File: config.mk
export PLATFORM = sky130hd
export DESIGN_NAME = elevator_scan
export DESIGN_NICKNAME = d
export VERILOG_FILES = /design/src/rtl/elevator_pkg.sv /design/src/rtl/elevator_req_bank.sv /design/src/rtl/elevator_scan.sv
export SDC_FILE = /design/constraint.sdc
export NUM_CORES = 1
export LEC_CHECK = 0
export CAP_MARGIN = 20
export CORE_UTILIZATION = 25
export DETAILED_ROUTE_END_ITERATION = 6
export GPL_TIMING_DRIVEN = 0
export HOLD_SLACK_MARGIN = 0.05
export SYNTH_ARGS = -nofsm -noshare
export SYNTH_HDL_FRONTEND = slang
export SYNTH_SLANG_ARGS = --single-unit
File: constraint.sdc
create_clock -name clk -period 3.8 [get_ports clk]
set_clock_uncertainty 0.15 [all_clocks]
set_input_delay 0.76 -clock clk [delete_from_list [all_inputs] [get_ports clk]]
set_output_delay 0.76 -clock clk [all_outputs]
set_load 0.005 [all_outputs]
File: src/rtl/elevator_pkg.sv
// ----------------------------------------------------------------------------
// elevator_pkg
// Shared definitions for the SCAN elevator controller:
//   - state_t   : controller FSM states
//   - MOTOR_*   : motor command encodings (2 bits, 11 is never driven)
//   - onehot()  : one-hot helper used to match single-floor sensor pulses
// ----------------------------------------------------------------------------
package elevator_pkg;

  typedef enum logic [1:0] {
    ST_IDLE      = 2'd0,
    ST_MOVE_UP   = 2'd1,
    ST_MOVE_DOWN = 2'd2,
    ST_DOOR      = 2'd3
  } state_t;

  localparam logic [1:0] MOTOR_STOP = 2'b00;
  localparam logic [1:0] MOTOR_UP   = 2'b01;
  localparam logic [1:0] MOTOR_DOWN = 2'b10;

  // Wide enough for any supported floor count; indices past the top give 0.
  localparam int ONEHOT_W = 64;

  function automatic logic [ONEHOT_W-1:0] onehot(input int unsigned idx);
    logic [ONEHOT_W-1:0] v;
    v = {{(ONEHOT_W-1){1'b0}}, 1'b1} << idx;
    return v;
  endfunction

endpackage

File: src/rtl/elevator_req_bank.sv
// ----------------------------------------------------------------------------
// elevator_req_bank
// Per-floor request registers (car, hall up, hall down) and the position
// reductions used by the controller.
// Ports:
//   clk, rst                  : clock, synchronous active-high reset
//   i_set_car/up/down         : raw call inputs, OR-ed into the registers
//   i_clr_car/up/down         : per-floor clears; a clear beats a same-cycle set
//   i_query                   : floor index the reductions are evaluated at
//   o_car/o_up/o_down         : latched request vectors (lamp outputs)
//   o_above/o_below/o_here    : any request above / below / at i_query
// ----------------------------------------------------------------------------
module elevator_req_bank
  import elevator_pkg::*;
#(
  parameter int FLOORS = 4,
  parameter int FW     = $clog2(FLOORS)
) (
  input  logic              clk,
  input  logic              rst,
  input  logic [FLOORS-1:0] i_set_car,
  input  logic [FLOORS-1:0] i_set_up,
  input  logic [FLOORS-1:0] i_set_down,
  input  logic [FLOORS-1:0] i_clr_car,
  input  logic [FLOORS-1:0] i_clr_up,
  input  logic [FLOORS-1:0] i_clr_down,
  input  logic [FW-1:0]     i_query,
  output logic [FLOORS-1:0] o_car,
  output logic [FLOORS-1:0] o_up,
  output logic [FLOORS-1:0] o_down,
  output logic              o_above,
  output logic              o_below,
  output logic              o_here
);

  // The top floor has no up button and floor 0 has no down button.
  localparam logic [FLOORS-1:0] UP_MASK = {1'b0, {(FLOORS-1){1'b1}}};
  localparam logic [FLOORS-1:0] DN_MASK = {{(FLOORS-1){1'b1}}, 1'b0};

  logic [FLOORS-1:0] r_car;
  logic [FLOORS-1:0] r_up;
  logic [FLOORS-1:0] r_down;
  logic [FLOORS-1:0] w_any;

  // Request registers: latch new calls, clear served floors.
  always_ff @(posedge clk) begin
    if (rst) begin
      r_car  <= {FLOORS{1'b0}};
      r_up   <= {FLOORS{1'b0}};
      r_down <= {FLOORS{1'b0}};
    end else begin
      r_car  <= (r_car  | i_set_car)              & ~i_clr_car;
      r_up   <= (r_up   | (i_set_up   & UP_MASK)) & ~i_clr_up;
      r_down <= (r_down | (i_set_down & DN_MASK)) & ~i_clr_down;
    end
  end

  assign o_car  = r_car;
  assign o_up   = r_up;
  assign o_down = r_down;
  assign w_any  = r_car | r_up | r_down;

  // Position reductions relative to the queried floor.
  always_comb begin
    o_above = 1'b0;
    o_below = 1'b0;
    o_here  = 1'b0;
    for (int i = 0; i < FLOORS; i++) begin
      if (i > int'(i_query)) begin
        o_above = o_above | w_any[i];
      end else if (i < int'(i_query)) begin
        o_below = o_below | w_any[i];
      end else begin
        o_here = o_here | w_any[i];
      end
    end
  end

endmodule

File: src/rtl/elevator_scan.sv
// ----------------------------------------------------------------------------
// elevator_scan
// N-floor SCAN (collective) elevator controller.
// Ports:
//   clk, rst                 : clock, synchronous active-high reset
//   sensor                   : one-cycle pulse, bit k = cabin reached floor k
//   car_call                 : cabin floor buttons
//   hall_up / hall_down      : hall buttons (top-up and bottom-down ignored)
//   motor                    : 00 stop, 01 up, 10 down
//   display                  : current floor index
//   door_open                : door command
//   car_lamp/up_lamp/down_lamp : latched request registers
// ----------------------------------------------------------------------------
module elevator_scan
  import elevator_pkg::*;
#(
  parameter int FLOORS      = 4,
  parameter int DOOR_CYCLES = 8,
  parameter int FW          = $clog2(FLOORS)
) (
  input  logic              clk,
  input  logic              rst,
  input  logic [FLOORS-1:0] sensor,
  input  logic [FLOORS-1:0] car_call,
  input  logic [FLOORS-1:0] hall_up,
  input  logic [FLOORS-1:0] hall_down,
  output logic [1:0]        motor,
  output logic [FW-1:0]     display,
  output logic              door_open,
  output logic [FLOORS-1:0] car_lamp,
  output logic [FLOORS-1:0] up_lamp,
  output logic [FLOORS-1:0] down_lamp
);

  localparam int                CW         = (DOOR_CYCLES > 1) ? $clog2(DOOR_CYCLES) : 1;
  localparam logic [CW-1:0]     CNT_LOAD   = CW'(DOOR_CYCLES - 1);
  localparam logic [CW-1:0]     CNT_ZERO   = CW'(0);
  localparam logic [CW-1:0]     CNT_ONE    = CW'(1);
  localparam logic [FW-1:0]     FLOOR_ZERO = FW'(0);
  localparam logic [FW-1:0]     FLOOR_ONE  = FW'(1);
  localparam logic [FW-1:0]     FLOOR_TOP  = FW'(FLOORS - 1);
  localparam logic [FLOORS-1:0] BIT0       = {{(FLOORS-1){1'b0}}, 1'b1};
  localparam logic [FLOORS-1:0] UP_MASK    = {1'b0, {(FLOORS-1){1'b1}}};
  localparam logic [FLOORS-1:0] DN_MASK    = {{(FLOORS-1){1'b1}}, 1'b0};

  state_t              r_state, w_state_nx;
  logic [FW-1:0]       r_floor, w_floor_nx;
  logic                r_dir, w_dir_nx;      // 1 = up
  logic [CW-1:0]       r_cnt, w_cnt_nx;
  logic [1:0]          r_motor, w_motor_nx;
  logic                r_door_open;

  logic [FW-1:0]       w_floor_up, w_floor_dn, w_query;
  logic [ONEHOT_W-1:0] w_sensor_ext;
  logic                w_up_hit, w_dn_hit, w_reload;
  logic [FLOORS-1:0]   w_oh_q, w_hup_m, w_hdn_m;
  logic [FLOORS-1:0]   w_clr_car, w_clr_up, w_clr_down;
  logic [FLOORS-1:0]   w_car, w_up, w_down;
  logic                w_above, w_below, w_here;
  logic                w_k_car, w_k_up, w_k_down;

  elevator_req_bank #(.FLOORS(FLOORS), .FW(FW)) u_req_bank (
    .clk        (clk),
    .rst        (rst),
    .i_set_car  (car_call),
    .i_set_up   (hall_up),
    .i_set_down (hall_down),
    .i_clr_car  (w_clr_car),
    .i_clr_up   (w_clr_up),
    .i_clr_down (w_clr_down),
    .i_query    (w_query),
    .o_car      (w_car),
    .o_up       (w_up),
    .o_down     (w_down),
    .o_above    (w_above),
    .o_below    (w_below),
    .o_here     (w_here)
  );

  assign w_floor_up   = r_floor + FLOOR_ONE;
  assign w_floor_dn   = r_floor - FLOOR_ONE;
  assign w_sensor_ext = ONEHOT_W'(sensor);

  // Only the exact next floor in the direction of travel is accepted; the
  // boundary guards keep floor from wrapping.
  assign w_up_hit = (r_state == ST_MOVE_UP) && (r_floor != FLOOR_TOP) &&
                    (w_sensor_ext == onehot(32'(r_floor) + 32'd1));
  assign w_dn_hit = (r_state == ST_MOVE_DOWN) && (r_floor != FLOOR_ZERO) &&
                    (w_sensor_ext == onehot(32'(r_floor) - 32'd1));

  // Reductions are taken at the arriving floor on a valid sensor pulse so the
  // stop decision sees above_k / below_k of the new floor.
  always_comb begin
    w_query = r_floor;
    if (w_up_hit) begin
      w_query = w_floor_up;
    end else if (w_dn_hit) begin
      w_query = w_floor_dn;
    end else begin
      w_query = r_floor;
    end
  end

  assign w_oh_q   = BIT0 << w_query;
  assign w_k_car  = w_car[w_query];
  assign w_k_up   = w_up[w_query];
  assign w_k_down = w_down[w_query];
  assign w_hup_m  = hall_up & UP_MASK;
  assign w_hdn_m  = hall_down & DN_MASK;

  // With the door open, a car call here or a hall call matching dir keeps it open.
  assign w_reload = (r_state == ST_DOOR) &&
                    (car_call[r_floor] || (r_dir && w_hup_m[r_floor]) ||
                     (!r_dir && w_hdn_m[r_floor]));

  // Next-state, floor, direction, door counter and request clears.
  always_comb begin
    w_state_nx = r_state;
    w_floor_nx = r_floor;
    w_dir_nx   = r_dir;
    w_cnt_nx   = r_cnt;
    w_clr_car  = {FLOORS{1'b0}};
    w_clr_up   = {FLOORS{1'b0}};
    w_clr_down = {FLOORS{1'b0}};
    case (r_state)
      ST_IDLE: begin
        if (w_here) begin
          w_state_nx = ST_DOOR;
          w_cnt_nx   = CNT_LOAD;
          w_clr_car  = w_oh_q;
          w_clr_up   = w_oh_q;
          w_clr_down = w_oh_q;
        end else if (w_above && w_below) begin
          w_state_nx = r_dir ? ST_MOVE_UP : ST_MOVE_DOWN;
        end else if (w_above) begin
          w_state_nx = ST_MOVE_UP;
          w_dir_nx   = 1'b1;
        end else if (w_below) begin
          w_state_nx = ST_MOVE_DOWN;
          w_dir_nx   = 1'b0;
        end else begin
          w_state_nx = ST_IDLE;
        end
      end
      ST_MOVE_UP: begin
        if (w_up_hit) begin
          w_floor_nx = w_floor_up;
          if (w_k_car || w_k_up || (w_k_down && !w_above)) begin
            w_state_nx = ST_DOOR;
            w_cnt_nx   = CNT_LOAD;
            w_clr_car  = w_oh_q;
            w_clr_up   = w_oh_q;
            // Nothing further up: this is the turnaround, so take the down call too.
            if (!w_above) begin
              w_clr_down = w_oh_q;
              w_dir_nx   = 1'b0;
            end else begin
              w_dir_nx   = r_dir;
            end
          end else begin
            w_state_nx = ST_MOVE_UP;
          end
        end else begin
          w_state_nx = ST_MOVE_UP;
        end
      end
      ST_MOVE_DOWN: begin
        if (w_dn_hit) begin
          w_floor_nx = w_floor_dn;
          if (w_k_car || w_k_down || (w_k_up && !w_below)) begin
            w_state_nx = ST_DOOR;
            w_cnt_nx   = CNT_LOAD;
            w_clr_car  = w_oh_q;
            w_clr_down = w_oh_q;
            if (!w_below) begin
              w_clr_up = w_oh_q;
              w_dir_nx = 1'b1;
            end else begin
              w_dir_nx = r_dir;
            end
          end else begin
            w_state_nx = ST_MOVE_DOWN;
          end
        end else begin
          w_state_nx = ST_MOVE_DOWN;
        end
      end
      ST_DOOR: begin
        // Calls that would reload the door are never latched here.
        w_clr_car = w_oh_q;
        if (r_dir) begin
          w_clr_up = w_oh_q;
        end else begin
          w_clr_down = w_oh_q;
        end
        if (w_reload) begin
          w_cnt_nx = CNT_LOAD;
        end else if (r_cnt != CNT_ZERO) begin
          w_cnt_nx = r_cnt - CNT_ONE;
        end else if (r_dir ? w_above : w_below) begin
          w_state_nx = r_dir ? ST_MOVE_UP : ST_MOVE_DOWN;
        end else if (r_dir ? w_below : w_above) begin
          w_dir_nx   = !r_dir;
          w_state_nx = r_dir ? ST_MOVE_DOWN : ST_MOVE_UP;
        end else if (w_here) begin
          // Opposite-direction hall call at this floor: serve it without moving.
          w_cnt_nx   = CNT_LOAD;
          w_dir_nx   = !r_dir;
          w_clr_car  = w_oh_q;
          w_clr_up   = w_oh_q;
          w_clr_down = w_oh_q;
        end else begin
          w_state_nx = ST_IDLE;
        end
      end
      default: begin
        w_state_nx = ST_IDLE;
      end
    endcase
  end

  // Motor command derived from the next state so it is registered with it.
  always_comb begin
    w_motor_nx = MOTOR_STOP;
    case (w_state_nx)
      ST_MOVE_UP:   w_motor_nx = MOTOR_UP;
      ST_MOVE_DOWN: w_motor_nx = MOTOR_DOWN;
      default:      w_motor_nx = MOTOR_STOP;
    endcase
  end

  // Controller state and registered outputs.
  always_ff @(posedge clk) begin
    if (rst) begin
      r_state     <= ST_IDLE;
      r_floor     <= FLOOR_ZERO;
      r_dir       <= 1'b1;
      r_cnt       <= CNT_ZERO;
      r_motor     <= MOTOR_STOP;
      r_door_open <= 1'b0;
    end else begin
      r_state     <= w_state_nx;
      r_floor     <= w_floor_nx;
      r_dir       <= w_dir_nx;
      r_cnt       <= w_cnt_nx;
      r_motor     <= w_motor_nx;
      r_door_open <= (w_state_nx == ST_DOOR);
    end
  end

  assign motor     = r_motor;
  assign display   = r_floor;
  assign door_open = r_door_open;
  assign car_lamp  = w_car;
  assign up_lamp   = w_up;
  assign down_lamp = w_down;

endmodule

==> results of run 1 <==
[flip-flops by register name, indices dropped and copies added (netlist names)]
name,count
display,2
u_req_bank.o_down,4
u_req_bank.o_up,4
motor,2
u_req_bank.o_car,4
r_state,2
r_dir,1
door_open,1
r_cnt,3
[worst paths after layout]
| path | slack (ps) | startpoint | cells after the start | end |
|---|---|---|---|---|
| worst min register to register | 320 | u_req_bank.o_down[0] | 2 | u_req_bank.o_down[0] |
| worst min-delay path | 320 | u_req_bank.o_down[0] | 2 | u_req_bank.o_down[0] |
| worst max-delay path | -70 | display[1] | 13 | r_dir |
| worst max register to register | -70 | display[1] | 13 | r_dir |
[metrics by stage]
| step | std cells | utilization (%) |
|---|---|---|
| after floorplan | 258 | - |
| after global placement | 398 | 31.3 |
| after detailed placement | 398 | 31.3 |
| after CTS | 422 | 36.3 |
| after global routing | 443 | 40.5 |
| final | 443 | 40.5 |
[synth_stat cells, types with 3 or more instances]
master	n
nor2_1	25
dfxtp_1	23
inv_1	16
a21oi_1	15
ha_1	13
a211oi_1	12
o21ai_0	12
nand2_1	9
nor3_1	8
xnor2_1	7
and2_1	6
clkbuf_1	6
or3_1	5
a2111oi_0	4
mux4_2	4
nand2b_1	4
nand3_1	4
nand4_1	3
nor2b_1	3
o221a_2	3
o22ai_1	3
xor2_1	3
[worst max-delay path, cell delays in order, from the launching register on]
cell and delay [ps]:
dfxtp_4 360, buf_4 140, buf_4 140, ha_4 180, xnor2_2 190, nand4_1 260, buf_4 250, mux2_4 330
and4b_4 230, a2111oi_4 520, o21ai_0 200, and2_1 240, a2111oi_4 390, mux2i_1 220
[cells by family after synthesis]
kind of cell    share of synthesized area [%]
simple gates                             22.8
xor+xnor                                 3.93
fa+ha+maj                                7.30
compound gates                           34.7
mux                                      5.44
flops                                    20.7
buf+inv                                  5.11
[layer usage]
metal  track usage (%)  up-vias  routed length (µm)
met4              4.29        0                 238
li1                  -     1169                   -
met3              3.13       28                 646
met5                 0        -                   0
met1              21.9     1241                3400
met2              27.9      146                3890
[cell type report]
cell class	instances	area (µm²)	share of cell area, %
inverter	16	80.1	2.28
multi-input combinational	209	2050	58.4
clock buffer	4	45.0	1.28
buffer	9	91.3	2.60
tap	108	135	3.85
sequential	23	468	13.3
timing repair buffer	74	643	18.3
[report_power, final]
group          switching (µW)  total, µW  internal (µW)
clock network            93.9        169           75.3
logic                     961       1840            882
registers                57.2        365            308
total                    1110       2380           1260
[timing repair]
item | in CTS | in global routing
buffers inserted | 21 | 21
endpoints found under the setup margin | 21 | 21
resized for setup | 55 | 41
hold endpoints to repair | 0 | 0
hold buffers | 0 | 0
cloned | 0 | 0
pin swaps | 17 | 29
==> flow_summary_export.csv, run 1 <==
group,metric,value,unit
placed_design,place_ws,-736,ps
route,drc,0,
route,avgViaCountPerCell,5.83,
setup_path,worstPathArrival,3930,ps
placed_design,gp_congestion,0.878,
clock_network,clock_sinks,23,
layout,drive_above_1_share,36.7,%
clock_network,clk_latency,280,ps
route,ant_nets,0,
layout,layout_common_cells,"buf_4, clkdlybuf4s50_1, nor2_1",
job,max-cap-violations,0,
layout,final_common_cell,"buf_4",
logic_synthesis,syn-cell-area,0.00223,mm²
layout,num_antenna_cells,0,
layout,fillCellCount,841,
clock_network,cts_tree,"built",
layout,areaGrowthSynthToFinish,57.6,%
timing,hold_slack,322,ps
logic_synthesis,ys_warn_count,0,
setup_path,cp_data_required_time,3860,ps
timing,rsz0062_at_grt,"true",
layout,design_area,0.00351,mm²
logic_synthesis,synth_cell_type_count,76,
pwr,p_leak,0.00127,µW
global_routing,grt_pass1_wl,12100,µm
logic_synthesis,synth_area_leader_cell,"dfxtp_1",
logic_synthesis,synthesis.instances,258,
logic_synthesis,synth_top_area_share,20.7,%
route,first_pass_iters,5,
placed_design,place_area,0.00272,mm²
logic_synthesis,avgSynthCellArea,8.64,µm²
global_routing,grt-ovfl-total,0,
setup_path,crit_type,"reg2reg",
placed_design,hpwlAfterDp,5270,µm
logic_synthesis,ys_async_sr_fraction,0,%
setup_path,endpoint_kind,"flip-flop",
die,start_util,25.7,%
logic_synthesis,ys_seq_area_share,20.7,%
timing,fmax,0.258,GHz
global_routing,antenna_found_initial,0,
route,drtIter0Drc,348,
route,via_count,2584,
layout,nNetsFinal,367,
die,core-area,0.00868,mm²
timing,slew_headroom,42.8,%
placed_design,numPortBuffers,32,
timing,final.setup.worst_slack,-72.9,ps
timing,fin_crit_sh,102,%
route,wl_per_cell,18.5,µm
timing,post-route-min-period,3870,ps
logic_synthesis,syn_nets,289,
setup_path,critPathMaxFanout,6,
timing,drv_slew,0,
logic_synthesis,ys_ff_latch,23,
timing,tightest_slew,851,ps
clock_network,numCtsBuffers,3,
die,die_height,96.4,µm
logic_synthesis,synth_area_leaders,"dfxtp_1, ha_1, nor2_1, a211oi_1, mux4_2",
global_routing,grt_max_degree,14,
global_routing,grt.total_usage,16.7,%
timing,hold_viol_final,0,
setup_path,worst_setup_path_start_kind,"flip-flop",
timing,tns,-320,ps
die,rows,34,
die,io_pins,35,
clock_network,cts_root_buf,"clkbuf_8",
outcome,violations,"setup timing",
timing,finalSetupViolations,9,
pwr,vdd_drop_max,0.000223,V
clock_network,cts.clk_slew.worst_paths,100,ps
die,die_w,96.4,µm
clock_network,clockBufferDepth,2,
clock_network,htree_levels,1,
die,die_area,0.00930,mm²
logic_synthesis,synth_edf_count,0,
global_routing,grt_pass1_vias,2429,
pwr,power_density,676,mW/mm²
pwr,finalPower,2380,µW
route,totalWireLength,8180,µm
logic_synthesis,synth_ff_type,"dfxtp_1",
outcome,outcome,"finished with violations",
worst_hold_path,hp-class,"reg2reg",
(Power assumes the default switching activity.)
==> run 2, diff against run 1 <==
--- a/config.mk
+++ b/config.mk
@@ -10,6 +10,8 @@
 export DETAILED_ROUTE_END_ITERATION = 6
 export GPL_TIMING_DRIVEN = 0
 export HOLD_SLACK_MARGIN = 0.05
+export REMOVE_ABC_BUFFERS = 1
 export SYNTH_ARGS = -nofsm -noshare
 export SYNTH_HDL_FRONTEND = slang
+export SYNTH_HIERARCHICAL = 1
 export SYNTH_SLANG_ARGS = --single-unit
==> run 2 against run 1 <==
Effect of this change: the flow now finishes without violations; cell area shrank 15%; count of clock-buffer cells in the layout unchanged; fmax grew 3.1%; worst hold slack improved by 43 ps; synthesized area is 7.7% lower; synthesized cell count fell by 3.1%; die area shrank 7.5%; critical path type unchanged; highest routed layer unchanged.
==> flow_summary_export.csv, run 2 <==
group,metric,value,unit
outcome,outcome,"finished, final reports clean",
route,ant_nets,0,
clock_network,cts_root_buf,"clkbuf_8",
logic_synthesis,synth-xor-area-share,5.11,%
logic_synthesis,ys_async_sr_fraction,0,%
setup_path,cp-endpoint,"motor[0]",
pwr,cell_internal_pwr,1160,µW
pwr,p_clk_share,7.4,%
pwr,power_density,735,mW/mm²
clock_network,cts_hold_buf,0,
placed_design,gp_congestion,0.836,
clock_network,cts_tree,"built",
die,io_pins,35,
layout,multi_input_area,0.00168,mm²
pwr,p_leak,0.00111,µW
route,avgViaCountPerCell,5.27,
placed_design,numPortBuffers,32,
logic_synthesis,synth-adder-area-share,7.29,%
layout,final_common_cell,"nor2_1",
global_routing,grt_max_degree,22,
timing,tightest_slew,903,ps
clock_network,clockBufferDepth,2,
setup_path,rr_worst_depth,15,
die,die_area,0.00860,mm²
logic_synthesis,synth_area_leader_cell,"dfxtp_1",
die,die_height,92.7,µm
layout,design_area,0.00299,mm²
timing,slew_headroom,39.6,%
timing,drv_slew,0,
pwr,seqPwrFrac,17.3,%
setup_path,worst_setup_path_start_kind,"flip-flop",
worst_hold_path,hp-class,"reg2reg",
logic_synthesis,synthTopCellsByCount,"nor2_1, dfxtp_1, inv_1, o21ai_0, nor3_1",
logic_synthesis,synth_top_area_share,22.4,%
setup_path,cp_data_required_time,3870,ps
worst_hold_path,min_path_cells,2,
placed_design,hpwlAfterDp,4370,µm
die,rows,32,
timing,finalSetupViolations,0,
logic_synthesis,synth.most_common_cell,"nor2_1",
logic_synthesis,syn-cell-area,0.00206,mm²
clock_network,clock_sinks,23,
setup_path,worstPathArrival,3820,ps
timing,fin_crit_sh,98.8,%
logic_synthesis,synthMuxAreaShare,3.77,%
die,core-area,0.00785,mm²
logic_synthesis,synth_cell_type_count,64,
global_routing,grt-ovfl-total,0,
pwr,vdd_drop_max,0.000303,V
clock_network,htree_levels,1,
pwr,finalPower,2190,µW
layout,nNetsFinal,340,
layout,fillCellCount,825,
layout,num_antenna_cells,0,
layout,finish.utilization,38.0,%
timing,post-route-min-period,3760,ps
route,wl_per_cell,15.9,µm
logic_synthesis,ys_ff_latch,23,
clock_network,cts.clk_slew.worst_paths,90,ps
logic_synthesis,synth_edf_count,0,
timing,hold_slack,365,ps
job,max-cap-violations,0,
logic_synthesis,synth-simple-area-share,26.1,%
pwr,switchingPower,1030,µW
die,die_w,92.7,µm
setup_path,critPathMaxFanout,7,
setup_path,r2r_start,"display[0]",
layout,regArea,468,µm²
die,start_util,26.2,%
setup_path,r2r-end,"motor[0]",
timing,hold_viol_final,0,
route,drc,0,
logic_synthesis,synth_area_leaders,"dfxtp_1, ha_1, nor2_1, inv_1, o21ai_0",
setup_path,crit_type,"reg2reg",
logic_synthesis,ys_seq_area_share,22.4,%
route,via_count,2165,
logic_synthesis,synth_ff_type,"dfxtp_1",
route,first_pass_iters,4,
route,totalWireLength,6550,µm
logic_synthesis,synthesis.instances,250,
logic_synthesis,synth_compound_area_share,28.9,%
layout,layout_common_cells,"nor2_1, buf_4, clkdlybuf4s50_1",
layout,areaGrowthSynthToFinish,45.0,%
setup_path,r2r_slack,40,ps
clock_network,clk_latency,270,ps
global_routing,grt_pass1_vias,2174,
timing,rsz0062_at_grt,"true",
clock_network,numCtsBuffers,3,
pwr,swShare,47.0,%
logic_synthesis,ys_warn_count,6,
route,drtIter0Drc,112,
logic_synthesis,synth_top_family_by_area,"compound AO/OA/AOI/OAI gates",
pwr,comb_power_share,75.3,%
logic_synthesis,avgSynthCellArea,8.23,µm²
timing,fmax,0.266,GHz
layout,drive_above_1_share,30.7,%
setup_path,endpoint_kind,"flip-flop",
placed_design,place_area,0.00246,mm²
global_routing,grt_pass1_wl,10500,µm
global_routing,antenna_found_initial,0,
global_routing,grt.total_usage,15.0,%
setup_path,crit_path_start,"display[0]",
-- run 2: cell families after synthesis --
logic type,after synthesis
fa+ha+maj,12
compound gates,72
simple gates,97
xor+xnor,9
buf+inv,32
mux,5
flops,23
-- run 2: worst min-delay path by stage --
| stage | startpoint | to |
|---|---|---|
| after floorplan | u_req_bank/o_up[1] | u_req_bank/o_up[1] |
| after global placement | u_req_bank/o_down[3] | u_req_bank/o_down[3] |
| after global routing | u_req_bank/o_up[3] | u_req_bank/o_up[3] |
| after CTS | u_req_bank/o_down[3] | u_req_bank/o_down[3] |
| after detailed placement | u_req_bank/o_down[3] | u_req_bank/o_down[3] |
| final | u_req_bank/o_down[3] | u_req_bank/o_down[3] |
-- run 2: power groups by stage --
stage	clock network, µW	logic [µW]	registers, µW
floorplan	0	869	368
global placement	0	1150	391
detailed placement	0	1170	391
CTS	165	1410	381
global route	176	1780	391
finish	162	1650	379
-- run 2: area by class of cell --
| cell class | instances | area share, % |
|---|---|---|
| Multi-Input combinational cell | 195 | 56.3 |
| Timing Repair Buffer | 63 | 18.8 |
| Sequential cell | 23 | 15.7 |
| Tap cell | 102 | 4.27 |
| Inverter | 24 | 3.39 |
| Clock buffer | 4 | 1.51 |
-- run 2: what timing repair did --
item                                    CTS  global route
buffers inserted                         20            11
gates resized for setup                  42            25
endpoints found under the setup margin   21            20
hold endpoints to repair                  0             0
pin swaps                                11            21
-- run 2: critical path, stage by stage, from the launching register on --
cell and delay (ps):
dfxtp_4 390, clkinvlp_4 120, buf_12 140, ha_4 320, clkinvlp_4 150, o311a_4 410
nor3_4 240, inv_2 110, inv_2 90, mux4_2 550, inv_2 110, o21ai_1 60
a22o_1 210, a21o_1 200, o32ai_4 270, nor2b_1 160
-- run 2: through the flow --
| step | setup TNS (ps) | instances | setup slack (ps) |
|---|---|---|---|
| final | 0 | 411 | 44.4 |
| after global routing | -768 | 411 | -104 |
| after CTS | 0 | 400 | 0.0320 |
| after detailed placement | -20550 | 376 | -1140 |
| after global placement | -20880 | 376 | -1200 |
| after floorplan | -965 | 242 | -212 |
-- run 2: metal layers --
layer | routed length [µm] | up-vias | share of wire, % | track usage (%)
li1 | - | 1049 | - | -
met1 | 2740 | 1027 | 42 | 17.6
met2 | 3320 | 76 | 51 | 27.3
met3 | 347 | 13 | 5.3 | 2.05
met4 | 145 | 0 | 2.2 | 5.90
met5 | 0 | - | 0 | 0
==> run 3, diff against run 2 <==
--- a/config.mk
+++ b/config.mk
@@ -7,6 +7,7 @@
 export LEC_CHECK = 0
 export CAP_MARGIN = 20
 export CORE_UTILIZATION = 25
+export CTS_CLUSTER_DIAMETER = 150
 export DETAILED_ROUTE_END_ITERATION = 6
 export GPL_TIMING_DRIVEN = 0
 export HOLD_SLACK_MARGIN = 0.05
==> results of run 3 <==
Final layout, timing and power as in run 2 (identical DEF).
